--- src/rtl/watch_pkg.sv ---
`default_nettype none
// ============================================================================
// Module  : watch_pkg
// Brief   : Shared watch types: edit FSM states, field widths/limits, edit_sel codes.
// Revision: 1.0
// ============================================================================
package watch_pkg;

    localparam int HOUR_W = 5;
    localparam int MIN_W  = 6;

    localparam logic [HOUR_W-1:0] HOUR_MAX = 5'd23;
    localparam logic [MIN_W-1:0]  MIN_MAX  = 6'd59;

    localparam logic [1:0] SEL_NONE = 2'd0;
    localparam logic [1:0] SEL_HOUR = 2'd1;
    localparam logic [1:0] SEL_MIN  = 2'd2;
    localparam logic [1:0] SEL_SEC  = 2'd3;

    typedef enum logic [2:0] {
        ST_RUN    = 3'd0,
        ST_EDIT_H = 3'd1,
        ST_EDIT_M = 3'd2,
        ST_EDIT_S = 3'd3,
        ST_COMMIT = 3'd4
    } state_t;

    // Out-of-range inputs snap back into range on their first step.
    function automatic logic [HOUR_W-1:0] hour_step(input logic [HOUR_W-1:0] v,
                                                    input logic up);
        if (up)
            return (v >= HOUR_MAX) ? 5'd0 : v + 5'd1;
        else
            return (v == 5'd0 || v > HOUR_MAX) ? HOUR_MAX : v - 5'd1;
    endfunction

    function automatic logic [MIN_W-1:0] min_step(input logic [MIN_W-1:0] v,
                                                  input logic up);
        if (up)
            return (v >= MIN_MAX) ? 6'd0 : v + 6'd1;
        else
            return (v == 6'd0 || v > MIN_MAX) ? MIN_MAX : v - 6'd1;
    endfunction

endpackage
`default_nettype wire

--- src/rtl/btn_debounce.sv ---
`default_nettype none
// ============================================================================
// Module  : btn_debounce
// Brief   : 2-flop synchronizer + stable-count debouncer with rising-edge press pulse.
// Revision: 1.0
// ============================================================================
module btn_debounce #(
    parameter int DB_CYCLES = 500000
) (
    input  logic clk,
    input  logic rst,
    input  logic raw,
    output logic level,
    output logic press
);

    localparam int CNT_W = (DB_CYCLES > 1) ? $clog2(DB_CYCLES) : 1;
    localparam logic [CNT_W-1:0] CNT_LAST = CNT_W'(DB_CYCLES - 1);

    logic             sync1_q, sync2_q;
    logic [CNT_W-1:0] cnt_q, cnt_d;
    logic             level_q, level_d;
    logic             press_q, press_d;

    always_comb begin
        cnt_d   = '0;
        level_d = level_q;
        press_d = 1'b0;
        if (sync2_q != level_q) begin
            if (cnt_q == CNT_LAST) begin
                level_d = sync2_q;
                press_d = sync2_q;
            end else begin
                cnt_d = cnt_q + 1'b1;
            end
        end
    end

    always_ff @(posedge clk or posedge rst) begin
        if (rst) begin
            sync1_q <= 1'b0;
            sync2_q <= 1'b0;
            cnt_q   <= '0;
            level_q <= 1'b0;
            press_q <= 1'b0;
        end else begin
            sync1_q <= raw;
            sync2_q <= sync1_q;
            cnt_q   <= cnt_d;
            level_q <= level_d;
            press_q <= press_d;
        end
    end

    assign level = level_q;
    assign press = press_q;

endmodule
`default_nettype wire

--- src/rtl/time_set_ctrl.sv ---
`default_nettype none
// ============================================================================
// Module  : time_set_ctrl
// Brief   : Button-driven time edit FSM with shadow H/M/S, commit load and field blink.
// Revision: 1.0
// ============================================================================
module time_set_ctrl
    import watch_pkg::*;
#(
    parameter int DB_CYCLES    = 500000,
    parameter int BLINK_CYCLES = 25000000
) (
    input  logic              clk,
    input  logic              rst,
    input  logic              btn_mode,
    input  logic              btn_up,
    input  logic              btn_down,
    input  logic [HOUR_W-1:0] cur_hour,
    input  logic [MIN_W-1:0]  cur_minute,
    input  logic [MIN_W-1:0]  cur_second,
    output logic [HOUR_W-1:0] set_hour,
    output logic [MIN_W-1:0]  set_minute,
    output logic [MIN_W-1:0]  set_second,
    output logic              load,
    output logic              hold,
    output logic [1:0]        edit_sel,
    output logic              blink_on
);

    localparam int BL_W = (BLINK_CYCLES > 1) ? $clog2(BLINK_CYCLES) : 1;
    localparam logic [BL_W-1:0] BL_LAST = BL_W'(BLINK_CYCLES - 1);

    logic mode_p, up_p, down_p;
    logic mode_level_unused, up_level_unused, down_level_unused;

    btn_debounce #(.DB_CYCLES(DB_CYCLES)) u_db_mode (
        .clk(clk), .rst(rst), .raw(btn_mode), .level(mode_level_unused), .press(mode_p));
    btn_debounce #(.DB_CYCLES(DB_CYCLES)) u_db_up (
        .clk(clk), .rst(rst), .raw(btn_up), .level(up_level_unused), .press(up_p));
    btn_debounce #(.DB_CYCLES(DB_CYCLES)) u_db_down (
        .clk(clk), .rst(rst), .raw(btn_down), .level(down_level_unused), .press(down_p));

    state_t            state_q, state_d;
    logic [HOUR_W-1:0] hour_q, hour_d;
    logic [MIN_W-1:0]  min_q, min_d;
    logic [MIN_W-1:0]  sec_q, sec_d;
    logic [BL_W-1:0]   blink_cnt_q, blink_cnt_d;
    logic              blink_on_q, blink_on_d;

    logic step_up, step_dn, step, in_edit;

    assign step_up = up_p & ~down_p;
    assign step_dn = down_p & ~up_p;
    assign step    = step_up | step_dn;
    assign in_edit = (state_q == ST_EDIT_H) || (state_q == ST_EDIT_M) || (state_q == ST_EDIT_S);

    always_comb begin
        state_d     = state_q;
        hour_d      = hour_q;
        min_d       = min_q;
        sec_d       = sec_q;
        blink_cnt_d = '0;
        blink_on_d  = 1'b1;

        if (in_edit) begin
            if (blink_cnt_q == BL_LAST) begin
                blink_on_d = ~blink_on_q;
            end else begin
                blink_cnt_d = blink_cnt_q + 1'b1;
                blink_on_d  = blink_on_q;
            end
        end

        // Mode is checked first in every edit state so it overrides up/down.
        case (state_q)
            ST_RUN: begin
                if (mode_p) begin
                    hour_d  = cur_hour;
                    min_d   = cur_minute;
                    sec_d   = cur_second;
                    state_d = ST_EDIT_H;
                end
            end
            ST_EDIT_H: begin
                if (mode_p) begin
                    state_d     = ST_EDIT_M;
                    blink_cnt_d = '0;
                    blink_on_d  = 1'b1;
                end else if (step) begin
                    hour_d      = hour_step(hour_q, step_up);
                    blink_cnt_d = '0;
                    blink_on_d  = 1'b1;
                end
            end
            ST_EDIT_M: begin
                if (mode_p) begin
                    state_d     = ST_EDIT_S;
                    blink_cnt_d = '0;
                    blink_on_d  = 1'b1;
                end else if (step) begin
                    min_d       = min_step(min_q, step_up);
                    blink_cnt_d = '0;
                    blink_on_d  = 1'b1;
                end
            end
            ST_EDIT_S: begin
                if (mode_p) begin
                    state_d     = ST_COMMIT;
                    blink_cnt_d = '0;
                    blink_on_d  = 1'b1;
                end else if (step) begin
                    sec_d       = min_step(sec_q, step_up);
                    blink_cnt_d = '0;
                    blink_on_d  = 1'b1;
                end
            end
            ST_COMMIT: state_d = ST_RUN;
            default:   state_d = ST_RUN;
        endcase
    end

    always_ff @(posedge clk or posedge rst) begin
        if (rst) begin
            state_q     <= ST_RUN;
            hour_q      <= '0;
            min_q       <= '0;
            sec_q       <= '0;
            blink_cnt_q <= '0;
            blink_on_q  <= 1'b1;
        end else begin
            state_q     <= state_d;
            hour_q      <= hour_d;
            min_q       <= min_d;
            sec_q       <= sec_d;
            blink_cnt_q <= blink_cnt_d;
            blink_on_q  <= blink_on_d;
        end
    end

    always_comb begin
        case (state_q)
            ST_EDIT_H: edit_sel = SEL_HOUR;
            ST_EDIT_M: edit_sel = SEL_MIN;
            ST_EDIT_S: edit_sel = SEL_SEC;
            default:   edit_sel = SEL_NONE;
        endcase
    end

    assign hold       = in_edit || (state_q == ST_COMMIT);
    assign load       = (state_q == ST_COMMIT);
    assign blink_on   = blink_on_q;
    assign set_hour   = hour_q;
    assign set_minute = min_q;
    assign set_second = sec_q;

endmodule
`default_nettype wire

--- config.mk ---
export PLATFORM = sky130hd
export DESIGN_NAME = time_set_ctrl
export DESIGN_NICKNAME = d
export VERILOG_FILES = /design/src/rtl/watch_pkg.sv /design/src/rtl/btn_debounce.sv /design/src/rtl/time_set_ctrl.sv
export SDC_FILE = /design/constraint.sdc
export NUM_CORES = 1
export LEC_CHECK = 0
export CORE_ASPECT_RATIO = 1.5
export CORE_MARGIN = 4
export CORE_UTILIZATION = 30
export CTS_BUF_LIST = sky130_fd_sc_hd__clkbuf_4
export CTS_CLUSTER_DIAMETER = 40
export DETAILED_ROUTE_END_ITERATION = 16
export PLACE_DENSITY_LB_ADDON = 0.2
export SYNTH_ARGS = -nofsm -noshare
export SYNTH_HDL_FRONTEND = slang
export SYNTH_SLANG_ARGS = --single-unit
--- constraint.sdc ---
create_clock -name clk -period 6.95 [get_ports clk]
set_input_delay 0.695 -clock clk [delete_from_list [all_inputs] [get_ports clk]]
set_output_delay 0.695 -clock clk [all_outputs]
set_load 0.03 [all_outputs]
* Word-level counts from Yosys, hierarchy flattened
Cells that the tools add are included.
Word-level totals: bits in registers 115, output and inout port bits 22
Operators by class: $add $sub $neg 10, magnitude comparators 6, equality and inequality tests 21, muxes and demuxes 49, bitwise logic cells 6, reductions and logical operators 21
Operators with widths (count):
- $mux 25 | 5
- $mux 19 | 6
- $mux 6 | 12
- $add 19x1->19 const B | 3
- $eq 19x19->1 const B | 3
- $mux 5 | 6
- $add 25x1->25 const B | 1
- $eq 25x25->1 const B | 1
- $pmux 6 s2 | 2
- $reduce_and 4->1 | 4
- $add 6x1->6 const B | 2
- $ge 6x6->1 const B | 2
- $gt 6x6->1 const B | 2
- $logic_not 6->1 | 2
- $mux 3 | 4
- $ne 2x2->1 const B | 6
- $pmux 3 s4 | 1
- $sub 6x1->6 const B | 2
- $mux 1 | 11
- $pmux 5 s2 | 1
- $ne 2x1->1 const B | 4
- $eq 3x2->1 const B | 2
- $logic_or 1x1->1 | 6
- $pmux 2 s3 | 1
- other kinds (15) | 24

* Logic depth before layout (Yosys ltp)
depth in word-level cells 7, gate-level depth with buffers 9

* By module
Synthesis repeated with hierarchy kept, for this count alone.
Second synthesis, totals: cell total of the unflattened synthesis 699, area, all modules 6608.8 um2
By module, submodules not included:
- btn_debounce | times used 3, cells an instance 108, area each 1153.6 um2
- time_set_ctrl | times used 1, cells an instance 375, area each 3148.0 um2

* Least setup slack after synthesis
OpenSTA, ideal clock, no wires.
path type flip-flop to output port, from register state_q[1], to output edit_sel[1], data arrival time 1324 ps, slack 4931 ps, stages on the path, launching flop included 4, path through dfrtp_1 -> clkbuf_1 -> clkbuf_1 -> nor2b_1
Between the ends: word-level cells in the longest chain between the ends 2, elaborated cells on any way between the ends 4, classes of those cells 3 x eq/ne; 1 x mux
RTL lines:
- start: declaration | RTL line time_set_ctrl.sv:43 | state_t state_q, state_d;
- start signal: assignment | RTL line time_set_ctrl.sv:131 | state_q <= state_d;
- $eq 3x2->1 / $eq 3x1->1 (equally long branches) | RTL line time_set_ctrl.sv:141 | case (state_q)
- $pmux 2 s3 (*) | RTL line time_set_ctrl.sv:141
- end: declaration | RTL line time_set_ctrl.sv:26 | output logic [1:0] edit_sel,
Mark *: on every way between the ends. The rest lies on a longest branch, timed or not.

* Worst setup path after layout
from register state_q[1], to output hold
Between the ends: word-level cells in the longest chain between the ends 4, elaborated cells on any way between the ends 7, classes of those cells 4 x eq/ne; 3 x reduce/logical
RTL lines:
- $eq 3x1->1 / $eq 3x2->1 (equally long branches) | RTL line time_set_ctrl.sv:55 | assign in_edit = (state_q == ST_EDIT_H) || (state_q == ST_EDIT_M) || (state_q == ST_EDIT_S);
- $logic_or 1x1->1 (2 in series) | RTL line time_set_ctrl.sv:55
- $logic_or 1x1->1 (*) | RTL line time_set_ctrl.sv:149 | assign hold = in_edit || (state_q == ST_COMMIT);
- end: declaration | RTL line time_set_ctrl.sv:25 | output logic hold,
Marks and branches as above.

==> flow_summary.toml <==
[power_and_ir_drop]
p_comb_share_pct = 3.7
powerDensity_mw_per_mm2 = 174
seq_power_share_pct = 53.7
p_leak_nw = 2.90
internal-power_mw = 0.981
ir_worst_vdd_uv = 94.3
power.share.switching_pct = 22.7
power_switching_mw = 0.288
clockPowerShare_pct = 42.5
finalPower_mw = 1.27

[clock_network]
cts_buffers = 17
post-cts-setup-buffers = 0
cts_sinks = 115
root_buffer = "clkbuf_4"
cts_resized = 0
cts_tree = "done"
clkLatencyLatePin_ns = 0.53
htree_levels = 4
clk_pin_slew_ns = 0.10
cts_buffer_depth = 2
hold_buffers = 0

[cells_and_area]
seq_area_mm2 = 0.00288
final_nets = 765
multi_input_area_mm2 = 0.00323
drive_gt1_share_pct = 5.92
syn_to_final_growth_pct = 14.8
n_fill_cell = 2050

[critical_path]
required_ns = 6.25
end_kind = "output port"
cp-start-kind = "flop"
worstPathArrival_ns = 2.30
cp_slowest_cell = "clkdlybuf4s50_1"
max_stage_delay_ns = 0.69
cp_max_fo = 16
criticalPathCategory = "reg2out"
path_cells = "nor2_1, xnor2_1, clkdlybuf4s50_1"

[sta]
finalHoldViolations = 0
maxSlewViolCount = 0
rsz0062_at_grt = "false"
setup_viol = 0
setup_tns_ns = 0
fin_crit_ns = 3.00
finClkSkew_ns = 0.0127
timing.final.crit_share_pct = 43.1
maxSlewHeadroom_pct = 27.4
tightestPinTransition_ns = 1.09
clock.fmax_mhz = 334

[synthesis]
yosysMostFrequentCell = "nor2_1"
syn_area_per_cell_um2 = 9.12
syn_area_mm2 = 0.00635
ys_async_sr_fraction_pct = 100
yosys_warnings = 0
synth.largest_area_cell = "dfrtp_1"
synth-main-ff-cell = "dfrtp_1"
yosysUniqueCellTypes = 62
ys_ff_latch = 115
synth_common_cells = "nor2_1 (120), dfrtp_1 (114), nand2_1 (53), xor2_1 (45), nand3_1 (42)"
synth_edf_count = 0
seq_area_frac_synth_pct = 45.3
syn_nets = 731
synth.top_cell.area_share_pct = 44.9
synthCells = 696
yosys-top-cells-area = "dfrtp_1 (45%), nor2_1 (7.1%), xor2_1 (6.2%)"

[placement]
gp_congestion = 0.798
dp_hpwl_um = 9910
port_buffers = 43

[global_route]
grt_pass1_wl_um = 24200
track_usage_pct = 12.4
gr-total-overflow = 0
antenna_found_initial = 1
grt_max_degree = 84
grt_pass1_vias = 5072

[die]
io_pins = 44
start_util_pct = 30.8
row_count = 64
core_area_mm2 = 0.0206
die_w_um = 127
dieArea_mm2 = 0.0236
die_height_um = 186

[min_path]
hold_class = "reg2reg"

[routing]
via_per_inst = 4.96
post-route-drc-count = 0
dr.pass1.iters = 4
drt_iter0_markers = 233
route.vias.total = 5000
wl_um = 14100
routedWlPerCell_um = 14.0
antenna_left = 0

[job]
drv_cap = 0

[status]
status = "finished clean"
-- kinds of logic (layout without fill, tap and decap cells) --
family / after synthesis / in the layout / share of synthesized area, %
and+or+nand+nor: 341 / 341 / 27.2
AOI/OAI and AO/OA: 82 / 82 / 8.36
buffers and inverters: 54 / 101 / 3.78
other: 0 / 2 / 0
DFF: 115 / 115 / 45.3
adders and majority gates: 13 / 13 / 2.56
xor gates and xnor gates: 86 / 86 / 11.9
muxes: 5 / 5 / 0.847
-- final timing paths --
| path | start | cells after the start | endpoint | slack (ns) |
|---|---|---|---|---|
| min | u_db_down.sync1_q | 0 | u_db_down.sync2_q | 0.36 |
| max in group asynchronous | rst | 3 | u_db_up.press | 4.98 |
| max reg2reg | u_db_down.press | 6 | set_hour[3] | 4.33 |
| min in group asynchronous | rst | 2 | u_db_up.sync1_q | 0.53 |
| max | state_q[1] | 3 | hold | 3.95 |
| min reg2reg | u_db_down.sync1_q | 0 | u_db_down.sync2_q | 0.36 |
-- layout make-up --
class / count / share of cell area [%]
Antenna cell: 2 / 0.0687
Tap cell: 264 / 4.53
Timing Repair Buffer: 45 / 6.11
Clock inverter: 13 / 2.27
Multi-Input combinational cell: 527 / 44.3
Sequential cell: 115 / 39.5
Clock buffer: 19 / 1.96
Inverter: 24 / 1.27
-- stage by stage --
stage                     hold slack, ns  cell area (µm²)  setup slack, ns  utilization (%)  cells
after global routing               0.368             7290             3.78             35.4   1009
after floorplan                    0.331             6350             3.21                -    696
after detailed placement           0.342             6980             4.29             33.9    975
after CTS                          0.367             7280             3.91             35.4   1007
after global placement             0.339             6980             4.35             33.9    975
final                              0.364             7290             3.95             35.4   1009
-- state kept, by name, indices dropped and copies added (netlist names) --
| register | count |
|---|---|
| blink_cnt_q | 25 |
| u_db_down.cnt_q | 19 |
| u_db_mode.cnt_q | 19 |
| u_db_up.cnt_q | 19 |
| set_minute | 6 |
| set_second | 6 |
| set_hour | 5 |
| state_q | 3 |
| blink_on | 1 |
| u_db_down.level | 1 |
| u_db_down.press | 1 |
| u_db_down.sync1_q | 1 |
| u_db_down.sync2_q | 1 |
| u_db_mode.level | 1 |
| u_db_mode.press | 1 |
| u_db_mode.sync1_q | 1 |
| u_db_mode.sync2_q | 1 |
| u_db_up.level | 1 |
| u_db_up.press | 1 |
| u_db_up.sync1_q | 1 |
| u_db_up.sync2_q | 1 |
-- cell usage in the layout, fill, tap and decap left out, types with 3 or more instances in the layout --
cell type,count
a211oi_1,5
a21oi_1,22
a221oi_1,4
a31oi_1,7
and2_1,4
and3_1,12
and4_1,9
bufinv_16,4
clkbuf_4,19
clkdlybuf4s50_1,43
clkinv_1,4
clkinv_2,3
dfrtp_1,114
ha_1,13
inv_1,23
mux2_2,3
nand2_1,53
nand2b_1,10
nand3_1,42
nand3b_1,3
nand4_1,19
nor2_1,120
nor2b_1,5
nor3_1,18
nor3b_1,10
nor4_1,10
nor4b_1,6
o211ai_1,3
o21ai_0,16
o22ai_1,3
o31ai_1,6
or2_2,4
xnor2_1,41
xor2_1,45
-- power groups by stage --
| stage | Sequential [mW] | Combinational (mW) | Clock, mW |
|---|---|---|---|
| after global routing | 0.683 | 0.0550 | 0.592 |
| after global placement | 0.695 | 0.0485 | 0 |
| after detailed placement | 0.695 | 0.0492 | 0 |
| after floorplan | 0.694 | 0.0264 | 0 |
| final | 0.682 | 0.0476 | 0.540 |
| after CTS | 0.682 | 0.0495 | 0.562 |
-- layer usage --
layer  global-route usage, %  vias to the layer above  wire length, µm
met3                    2.63                       25              461
met5                       0                        -                0
met4                    5.32                        0              311
li1                        -                     2484                -
met1                    14.3                     2386             5890
met2                    22.3                      105             7420
-- critical path, delay by kind of cell, from the launching register on --
family	cells	cell delay, ns
and+or+nand+nor	1	0.35
DFF	1	0.57
xor gates and xnor gates	1	0.17
buffers and inverters	1	0.69
(Power assumes the default switching activity.)
